[src/rtl/cpu_bus_pkg.sv]
// Shared definitions for the CPU data-bus source mux (sources A..G on Sel 0..6).
package cpu_bus_pkg;

    localparam int unsigned N_SRC = 7;
    localparam int unsigned SEL_W = 3;

    typedef enum logic [1:0] {
        IDLE  = 2'd0,
        GRANT = 2'd1,
        TURN  = 2'd2
    } arb_state_e;

    localparam logic [SEL_W-1:0] SRC_A = 3'd0;
    localparam logic [SEL_W-1:0] SRC_B = 3'd1;
    localparam logic [SEL_W-1:0] SRC_C = 3'd2;
    localparam logic [SEL_W-1:0] SRC_D = 3'd3;
    localparam logic [SEL_W-1:0] SRC_E = 3'd4;
    localparam logic [SEL_W-1:0] SRC_F = 3'd5;
    localparam logic [SEL_W-1:0] SRC_G = 3'd6;

endpackage

[src/rtl/rr_pick7.sv]
// Rotate-priority picker: first requester strictly after Last, wrapping 6 -> 0.
module rr_pick7
    import cpu_bus_pkg::*;
(
    input  logic [N_SRC-1:0] Req,
    input  logic [SEL_W-1:0] Last,
    output logic             Any,
    output logic [SEL_W-1:0] Win
);

    always_comb begin
        logic [SEL_W-1:0] idx;
        logic             found;
        Any   = |Req;
        Win   = '0;
        found = 1'b0;
        idx   = '0;
        // Last itself is visited last, so a repeat winner always has lowest priority.
        for (int unsigned k = 1; k <= N_SRC; k++) begin
            idx = SEL_W'((32'(Last) + k) % N_SRC);
            if (!found && Req[idx]) begin
                Win   = idx;
                found = 1'b1;
            end
        end
    end

endmodule

[src/rtl/bus_source_arbiter.sv]
// Round-robin, break-before-make arbiter for the 7-source data-bus mux, with hold timeout.
module bus_source_arbiter #(
    parameter int unsigned N_REQ    = 7,
    parameter int unsigned SEL_W    = 3,
    parameter int unsigned MAX_HOLD = 15
) (
    input  logic             Clk,
    input  logic             Reset,
    input  logic [N_REQ-1:0] Req,
    input  logic [N_REQ-1:0] Done,
    output logic [N_REQ-1:0] Grant,
    output logic [SEL_W-1:0] Sel,
    output logic             BusValid,
    output logic             Timeout
);
    import cpu_bus_pkg::arb_state_e;
    import cpu_bus_pkg::IDLE;
    import cpu_bus_pkg::GRANT;
    import cpu_bus_pkg::TURN;
    import cpu_bus_pkg::SRC_A;
    import cpu_bus_pkg::SRC_G;

    localparam int unsigned HC_W = (MAX_HOLD > 0) ? $clog2(MAX_HOLD + 1) : 1;

    arb_state_e       state_q, state_d;
    logic [N_REQ-1:0] grant_q, grant_d;
    logic [SEL_W-1:0] sel_q, sel_d;
    logic [SEL_W-1:0] last_q, last_d;
    logic [HC_W-1:0]  hold_q, hold_d;
    logic             valid_q, valid_d;
    logic             tout_q, tout_d;

    logic             any;
    logic [SEL_W-1:0] win;
    logic             done_w, req_w, hold_hit, release_w;

    rr_pick7 u_pick (
        .Req  (Req),
        .Last (last_q),
        .Any  (any),
        .Win  (win)
    );

    // sel_q always names the current owner while in GRANT.
    assign done_w    = Done[sel_q];
    assign req_w     = Req[sel_q];
    assign hold_hit  = (MAX_HOLD != 0) && (hold_q == HC_W'(MAX_HOLD - 1));
    assign release_w = done_w || !req_w || hold_hit;

    always_ff @(posedge Clk or posedge Reset) begin
        if (Reset) begin
            state_q <= IDLE;
            grant_q <= '0;
            sel_q   <= SRC_A;
            last_q  <= SRC_G;
            hold_q  <= '0;
            valid_q <= 1'b0;
            tout_q  <= 1'b0;
        end else begin
            state_q <= state_d;
            grant_q <= grant_d;
            sel_q   <= sel_d;
            last_q  <= last_d;
            hold_q  <= hold_d;
            valid_q <= valid_d;
            tout_q  <= tout_d;
        end
    end

    always_comb begin
        state_d = state_q;
        case (state_q)
            IDLE, TURN: state_d = any ? GRANT : IDLE;
            GRANT:      state_d = release_w ? TURN : GRANT;
            default:    state_d = IDLE;
        endcase
    end

    always_comb begin
        grant_d = grant_q;
        sel_d   = sel_q;
        last_d  = last_q;
        hold_d  = hold_q;
        valid_d = valid_q;
        tout_d  = 1'b0;
        case (state_q)
            GRANT: begin
                if (release_w) begin
                    grant_d = '0;
                    valid_d = 1'b0;
                    tout_d  = hold_hit && !done_w && req_w;
                end else if (hold_q != '1) begin
                    hold_d = hold_q + HC_W'(1);
                end
            end
            default: begin
                if (any) begin
                    grant_d = N_REQ'(1) << win;
                    sel_d   = win;
                    last_d  = win;
                    hold_d  = '0;
                    valid_d = 1'b1;
                end else begin
                    grant_d = '0;
                    valid_d = 1'b0;
                end
            end
        endcase
    end

    assign Grant    = grant_q;
    assign Sel      = sel_q;
    assign BusValid = valid_q;
    assign Timeout  = tout_q;

    a_onehot:   assert property (@(posedge Clk) disable iff (Reset) $onehot0(grant_q));
    a_valid:    assert property (@(posedge Clk) disable iff (Reset) (grant_q != '0) == valid_q);
    a_sel_hit:  assert property (@(posedge Clk) disable iff (Reset) valid_q |-> grant_q[sel_q]);
    a_sel_rng:  assert property (@(posedge Clk) disable iff (Reset) sel_q <= SEL_W'(N_REQ - 1));

endmodule

[config.mk]
export PLATFORM = sky130hd
export DESIGN_NAME = bus_source_arbiter
export DESIGN_NICKNAME = d
export VERILOG_FILES = /design/src/rtl/cpu_bus_pkg.sv /design/src/rtl/rr_pick7.sv /design/src/rtl/bus_source_arbiter.sv
export SDC_FILE = /design/constraint.sdc
export NUM_CORES = 1
export LEC_CHECK = 0
export CORE_UTILIZATION = 58
export CTS_CLUSTER_SIZE = 28
export DETAILED_ROUTE_END_ITERATION = 8
export HOLD_SLACK_MARGIN = 0.03
export PLACE_DENSITY = 0.84
export SETUP_SLACK_MARGIN = 0.05
export SYNTH_ARGS = -nofsm -noshare
export SYNTH_HDL_FRONTEND = slang
export SYNTH_HIERARCHICAL = 1
export SYNTH_SLANG_ARGS = --single-unit
[constraint.sdc]
create_clock -name Clk -period 9.2 [get_ports Clk]
set_input_delay 1.84 -clock Clk [delete_from_list [all_inputs] [get_ports Clk]]
set_output_delay 1.84 -clock Clk [all_outputs]
set_load 0.02 [all_outputs]
==> run_results.csv, run 1 <==
group,metric,value,unit
routing,met3_length,517,µm
sta,whs,0.485,ns
hold_path,hold_depth,1,
routing,drt_iter0_drc,223,
global_route,grt_pass1_wl,13.1,mm
clocking,clk_latency,0.26,ns
hold_path,hold_end,"BusValid$_DFFE_PP0P_",
final_layout,drive_gt1_frac,0.121,
die,die_h,76.3,µm
die,ios,28,
yosys,ys_types,86,
final_layout,fillers,450,
critical_path,reg2reg_depth,22,
clocking,cts_made_buffers,3,
global_route,antenna_found_initial,0,
routing,antenna_violating_nets_post_route,0,
final_layout,regArea,503,µm²
global_route,track_usage,0.271,
critical_path,r2r-start,"Sel[0]$_DFFE_PP0P_",
clocking,cts-root-buf,"clkbuf_8",
sta,worst_pin_slew,0.738,ns
place,placed_area,3420,µm²
job,maxCapViolCount,0,
critical_path,endpoint_kind,"flip-flop",
routing,drt_first_pass_iters,5,
final_layout,stdcell_area,3490,µm²
yosys,synth_seq_cells,20,
global_route,grt_max_degree,39,
place,gp_congestion,0.868,
yosys,synth-seq-area-share,0.157,
yosys,netlist_instances,373,
clocking,postCtsResizedCells,0,
clocking,htreeDepth,1,
yosys,ys.flop_type,"dfrtp_1",
yosys,ys_warn_count,6,
final_layout,diodes,0,
outcome,status,"completed",
yosys,synth-edff-count,0,
clocking,clkSinkCount,20,
sta,max_freq,175,MHz
sta,clock_skew,0.00860,ns
critical_path,crit_required,9.35,ns
routing,avgRoutedWirePerCell,16.8,µm
routing,vias_per_cell,6.48,
final_layout,area_growth,9.19,%
critical_path,crit_type,"reg2reg",
sta,finalHoldViolations,0,
place,numPortBuffers,27,
clocking,clk_pin_slew,0.08,ns
hold_path,timing.hold.worst.start,"BusValid$_DFFE_PP0P_",
sta,setup_ws,3.50,ns
global_route,grt_pass1_vias,2809,
routing,routed_wl,7.70,mm
die,die_w,76.3,µm
die,dieArea,5810,µm²
yosys,synthArstFlopShare,1.00,
yosys,synth_area,3200,µm²
sta,setup_tns,0,ns
routing,met1_length,3.43,mm
final_layout,nNetsFinal,433,
routing,drc,0,
routing,top_layer,"met4",
place,preCtsSetupSlack,3.69,ns
critical_path,startpoint_type,"flip-flop",
clocking,cts_setup_buffers,0,
clocking,cts_buffer_depth,2,
critical_path,crit_arrival,5.86,ns
critical_path,crit_fanout,38,
routing,met2WireLength,3.65,mm
sta,fin_crit_sh,0.620,
die,core_area,5200,µm²
place,hpwl,5.84,mm
clocking,hold_buffers,0,
critical_path,r2r_slack,3.50,ns
clocking,cts_tree,"built",
sta,rsz0062_at_grt,"no",
sta,slew_headroom,0.503,
global_route,overflow,0,
die,fp-row-count,26,
final_layout,multi_input_area,2450,µm²
critical_path,r2r-end,"Grant[4]$_DFFE_PP0P_",
hold_path,worstHoldPathType,"reg2reg",
sta,drv_slew,0,
yosys,synth_nets,416,
routing,vias,2975,
die,start_util,0.614,
sta,layout_min_cycle_time,5.70,ns
sta,setup_viol,0,
yosys,syn_area_per_cell,8.57,µm²
cells by family after synthesis:
family          Yosys count  synth area share
fa+ha+maj                27             0.106
flops                    20             0.157
compound gates          101             0.245
buf+inv                  42            0.0751
simple gates            133             0.231
mux                      33             0.126
xor+xnor                 17            0.0606
how the worst max path moves through the flow:
stage                                   from                   end  cells after the start  slack [ns]
after floorplan           Sel[0]$_DFFE_PP0P_  Grant[4]$_DFFE_PP0P_                     22        3.90
after detailed placement  Sel[0]$_DFFE_PP0P_  Grant[6]$_DFFE_PP0P_                     21        3.69
after global placement    Sel[0]$_DFFE_PP0P_  Grant[4]$_DFFE_PP0P_                     21        3.89
after global routing      Sel[0]$_DFFE_PP0P_  Grant[6]$_DFFE_PP0P_                     21        3.11
after CTS                 Sel[0]$_DFFE_PP0P_  Grant[4]$_DFFE_PP0P_                     22        3.65
final                     Sel[0]$_DFFE_PP0P_  Grant[4]$_DFFE_PP0P_                     22        3.50
synthesized netlist by cell type, drive strengths merged, types with 4 or more instances:
library cell | count | share of area
nand3 | 12 | 0.020
o22ai | 4 | 0.0078
mux4 | 5 | 0.036
a211oi | 5 | 0.017
nor2b | 8 | 0.016
mux2 | 5 | 0.018
xnor2 | 15 | 0.055
mux2i | 23 | 0.072
inv | 26 | 0.031
nor2 | 22 | 0.026
a21oi | 20 | 0.031
o32ai | 4 | 0.011
nor3 | 6 | 0.0094
o211ai | 7 | 0.021
dfrtp | 18 | 0.14
o31ai | 6 | 0.014
a21o | 7 | 0.017
nand2b | 13 | 0.025
a31oi | 7 | 0.016
o21ai | 12 | 0.019
ha | 27 | 0.11
buf | 6 | 0.018
clkbuf | 9 | 0.017
and2 | 4 | 0.0082
nand2 | 41 | 0.049
stage by stage:
| stage | utilization | instances |
|---|---|---|
| after detailed placement | 0.657 | 455 |
| after global placement | 0.657 | 455 |
| after global routing | 0.671 | 459 |
| final | 0.671 | 459 |
| after floorplan | - | 373 |
| after CTS | 0.671 | 459 |
final cells by class:
| class | instances | area share |
|---|---|---|
| multi-input combinational | 311 | 0.703 |
| clock inverter | 1 | 0.00860 |
| timing repair buffer | 28 | 0.0795 |
| sequential | 20 | 0.144 |
| clock buffer | 3 | 0.0118 |
| inverter | 26 | 0.0279 |
| tap | 70 | 0.0251 |
metal layers:
metal / GRT usage / vias to the layer above
li1: - / 1420
met5: 0 / -
met3: 0.0299 / 10
met1: 0.372 / 1425
met2: 0.452 / 120
met4: 0.0692 / 0
critical path, cell delays in order (launching register included):
cell      delay [ns]
dfrtp_1         0.33
buf_4           0.36
inv_1           0.30
ha_1            0.45
xnor2_4         0.32
inv_1           0.19
ha_1            0.22
ha_1            0.23
a31oi_1         0.19
xnor2_1         0.18
ha_1            0.30
inv_1           0.10
nor2_1          0.11
a311oi_1        0.05
o21ai_0         0.60
a21oi_1         0.11
a311oi_2        0.40
a21oi_1         0.11
nor2_1          0.13
mux2i_1         0.09
o221ai_1        0.39
nor2_1          0.12
a32o_1          0.28
sequential cells by signal, indices dropped and copies added (netlist names):
| signal | flops |
|---|---|
| BusValid | 1 |
| Grant | 7 |
| Sel | 3 |
| Timeout | 1 |
| hold_q | 4 |
| last_q | 2 |
| state_q | 2 |
cell usage in the layout, fill, tap and decap left out, types with 3 or more instances in the layout:
cell,n
a21o_1,5
a21oi_1,20
o32ai_1,4
mux4_2,4
mux2_2,5
inv_1,25
nand4_1,3
o21ai_0,10
o2bb2ai_1,3
xnor2_1,12
nor2_1,22
nor2b_1,7
nand3_1,11
a31oi_1,6
ha_1,27
a21boi_0,3
o211ai_1,6
nand3b_1,3
nand2_1,40
a211oi_1,3
nor3_1,6
clkbuf_8,3
dfrtp_1,18
nand2b_1,13
mux2i_1,23
clkdlybuf4s50_1,27
o31ai_1,6
o22ai_1,4
Power of run 1 is not shown: default switching activity piles up to over one toggle a cycle in this logic, so the estimate is an artifact.
==> inputs of run 2 (changes only) <==
==> constraint.sdc (replaced) <==
create_clock -name Clk -period 5.5 [get_ports Clk]
set_input_delay 1.1 -clock Clk [delete_from_list [all_inputs] [get_ports Clk]]
set_output_delay 1.1 -clock Clk [all_outputs]
set_load 0.02 [all_outputs]
==> run_results.csv, run 2 (synthesis results as in run 1) <==
group,metric,value,unit
clocking,clk_pin_slew,0.07,ns
clocking,cts_made_buffers,3,
sta,layout_min_cycle_time,5.06,ns
hold_path,worstHoldPathType,"reg2reg",
global_route,grt_pass1_vias,2759,
critical_path,crit_required,5.65,ns
job,maxCapViolCount,0,
sta,worst_pin_slew,0.715,ns
sta,setup_viol,0,
die,start_util,0.614,
place,numPortBuffers,27,
routing,vias,2947,
critical_path,crit_arrival,5.21,ns
clocking,cts_tree,"built",
final_layout,nNetsFinal,436,
die,die_h,76.3,µm
sta,whs,0.496,ns
sta,setup_tns,0,ns
critical_path,endpoint_kind,"flip-flop",
routing,antenna_violating_nets_post_route,0,
sta,fin_crit_sh,0.920,
clocking,clk_latency,0.26,ns
sta,max_freq,198,MHz
final_layout,final_cell_mix,"nand2_1, clkdlybuf4s50_1, ha_1",
place,gp_congestion,0.970,
final_layout,area_growth,10.7,%
clocking,cts_buffer_depth,2,
sta,clock_skew,0.00320,ns
die,core_area,5200,µm²
clocking,htreeDepth,1,
global_route,grt_pass1_wl,13.1,mm
critical_path,crit_fanout,13,
clocking,clkSinkCount,20,
routing,routed_wl,7.74,mm
clocking,postCtsResizedCells,0,
routing,drc,0,
final_layout,final_common_cell,"nand2_1",
clocking,cts_setup_buffers,0,
critical_path,crit_type,"reg2reg",
sta,slew_headroom,0.523,
final_layout,drive_gt1_frac,0.135,
die,dieArea,5810,µm²
die,die_w,76.3,µm
place,hpwl,5.81,mm
clocking,hold_buffers,0,
outcome,status,"completed",
clocking,cts-root-buf,"clkbuf_8",
global_route,grt_max_degree,34,
sta,finalHoldViolations,0,
die,fp-row-count,26,
global_route,overflow,0,
final_layout,largest_reg_flops,7,
sta,rsz0062_at_grt,"no",
sta,drv_slew,0,
routing,avgRoutedWirePerCell,16.8,µm
critical_path,startpoint_type,"flip-flop",
final_layout,diodes,0,
routing,vias_per_cell,6.38,
global_route,track_usage,0.276,
global_route,antenna_found_initial,0,
routing,drt_first_pass_iters,5,
die,ios,28,
routing,drt_iter0_drc,190,
run 2: critical path, stage by stage, from the launching register on:
cell      delay, ns
dfstp_4        0.77
inv_1          0.14
ha_1           0.48
nand3_1        0.13
a32oi_1        0.29
ha_1           0.28
nand2_1        0.13
a221oi_4       0.37
nand2_2        0.12
mux4_2         0.49
a211oi_4       0.34
nand3_2        0.18
nor4_4         0.35
nand2_1        0.15
o211ai_1       0.35
nor2_1         0.11
a32o_2         0.27
run 2: path summary, 6_finish.rpt:
| check | slack [ns] | endpoint | startpoint | cells after the start |
|---|---|---|---|---|
| max in group asynchronous | 3.79 | Sel[1]$_DFFE_PP0P_ | Reset | 2 |
| hold reg to reg | 0.50 | Grant[2]$_DFFE_PP0P_ | Grant[2]$_DFFE_PP0P_ | 1 |
| min in group asynchronous | 1.26 | Grant[1]$_DFFE_PP0P_ | Reset | 2 |
| setup / recovery | 0.44 | Grant[3]$_DFFE_PP0P_ | last_q[2]$_DFFE_PP1P_ | 16 |
| hold / removal | 0.50 | Grant[2]$_DFFE_PP0P_ | Grant[2]$_DFFE_PP0P_ | 1 |
| setup reg to reg | 0.44 | Grant[3]$_DFFE_PP0P_ | last_q[2]$_DFFE_PP1P_ | 16 |
run 2: per-layer routing:
| layer | GRT usage | part of all wire |
|---|---|---|
| met5 | 0 | 0 |
| met3 | 0.0419 | 0.057 |
| met1 | 0.386 | 0.46 |
| met2 | 0.455 | 0.48 |
| met4 | 0.0442 | 0.0018 |
run 2: through the flow:
| step | util | cells | area [µm²] | setup slack (ns) |
|---|---|---|---|---|
| after floorplan | - | 373 | 3200 | 0.198 |
| after global placement | 0.662 | 458 | 3440 | 0.575 |
| after detailed placement | 0.662 | 458 | 3440 | 0.399 |
| after CTS | 0.675 | 462 | 3510 | 0.372 |
| after global routing | 0.680 | 462 | 3540 | 0.0502 |
| final | 0.680 | 462 | 3540 | 0.442 |
run 2: area by class of cell:
| cell class | instances | area [µm²] |
|---|---|---|
| clock buffers | 3 | 41.3 |
| fillers | 444 | 1670 |
| repair buffers | 31 | 300 |
| multi-input cells | 311 | 2480 |
| inverters | 26 | 97.6 |
| flip-flops and latches | 20 | 507 |
| clock inverters | 1 | 30.0 |
| well taps | 70 | 87.6 |
Power of run 2 is left out for the same reason.
==> inputs of run 3 (changes only) <==
==> constraint.sdc (replaced) <==
create_clock -name Clk -period 5.5 [get_ports Clk]
set_input_delay 0.55 -clock Clk [delete_from_list [all_inputs] [get_ports Clk]]
set_output_delay 0.55 -clock Clk [all_outputs]
set_load 0.02 [all_outputs]
==> results of run 3 <==
The final DEF is identical to that of run 2. Status: completed.
Power of run 3 is left out for the same reason.
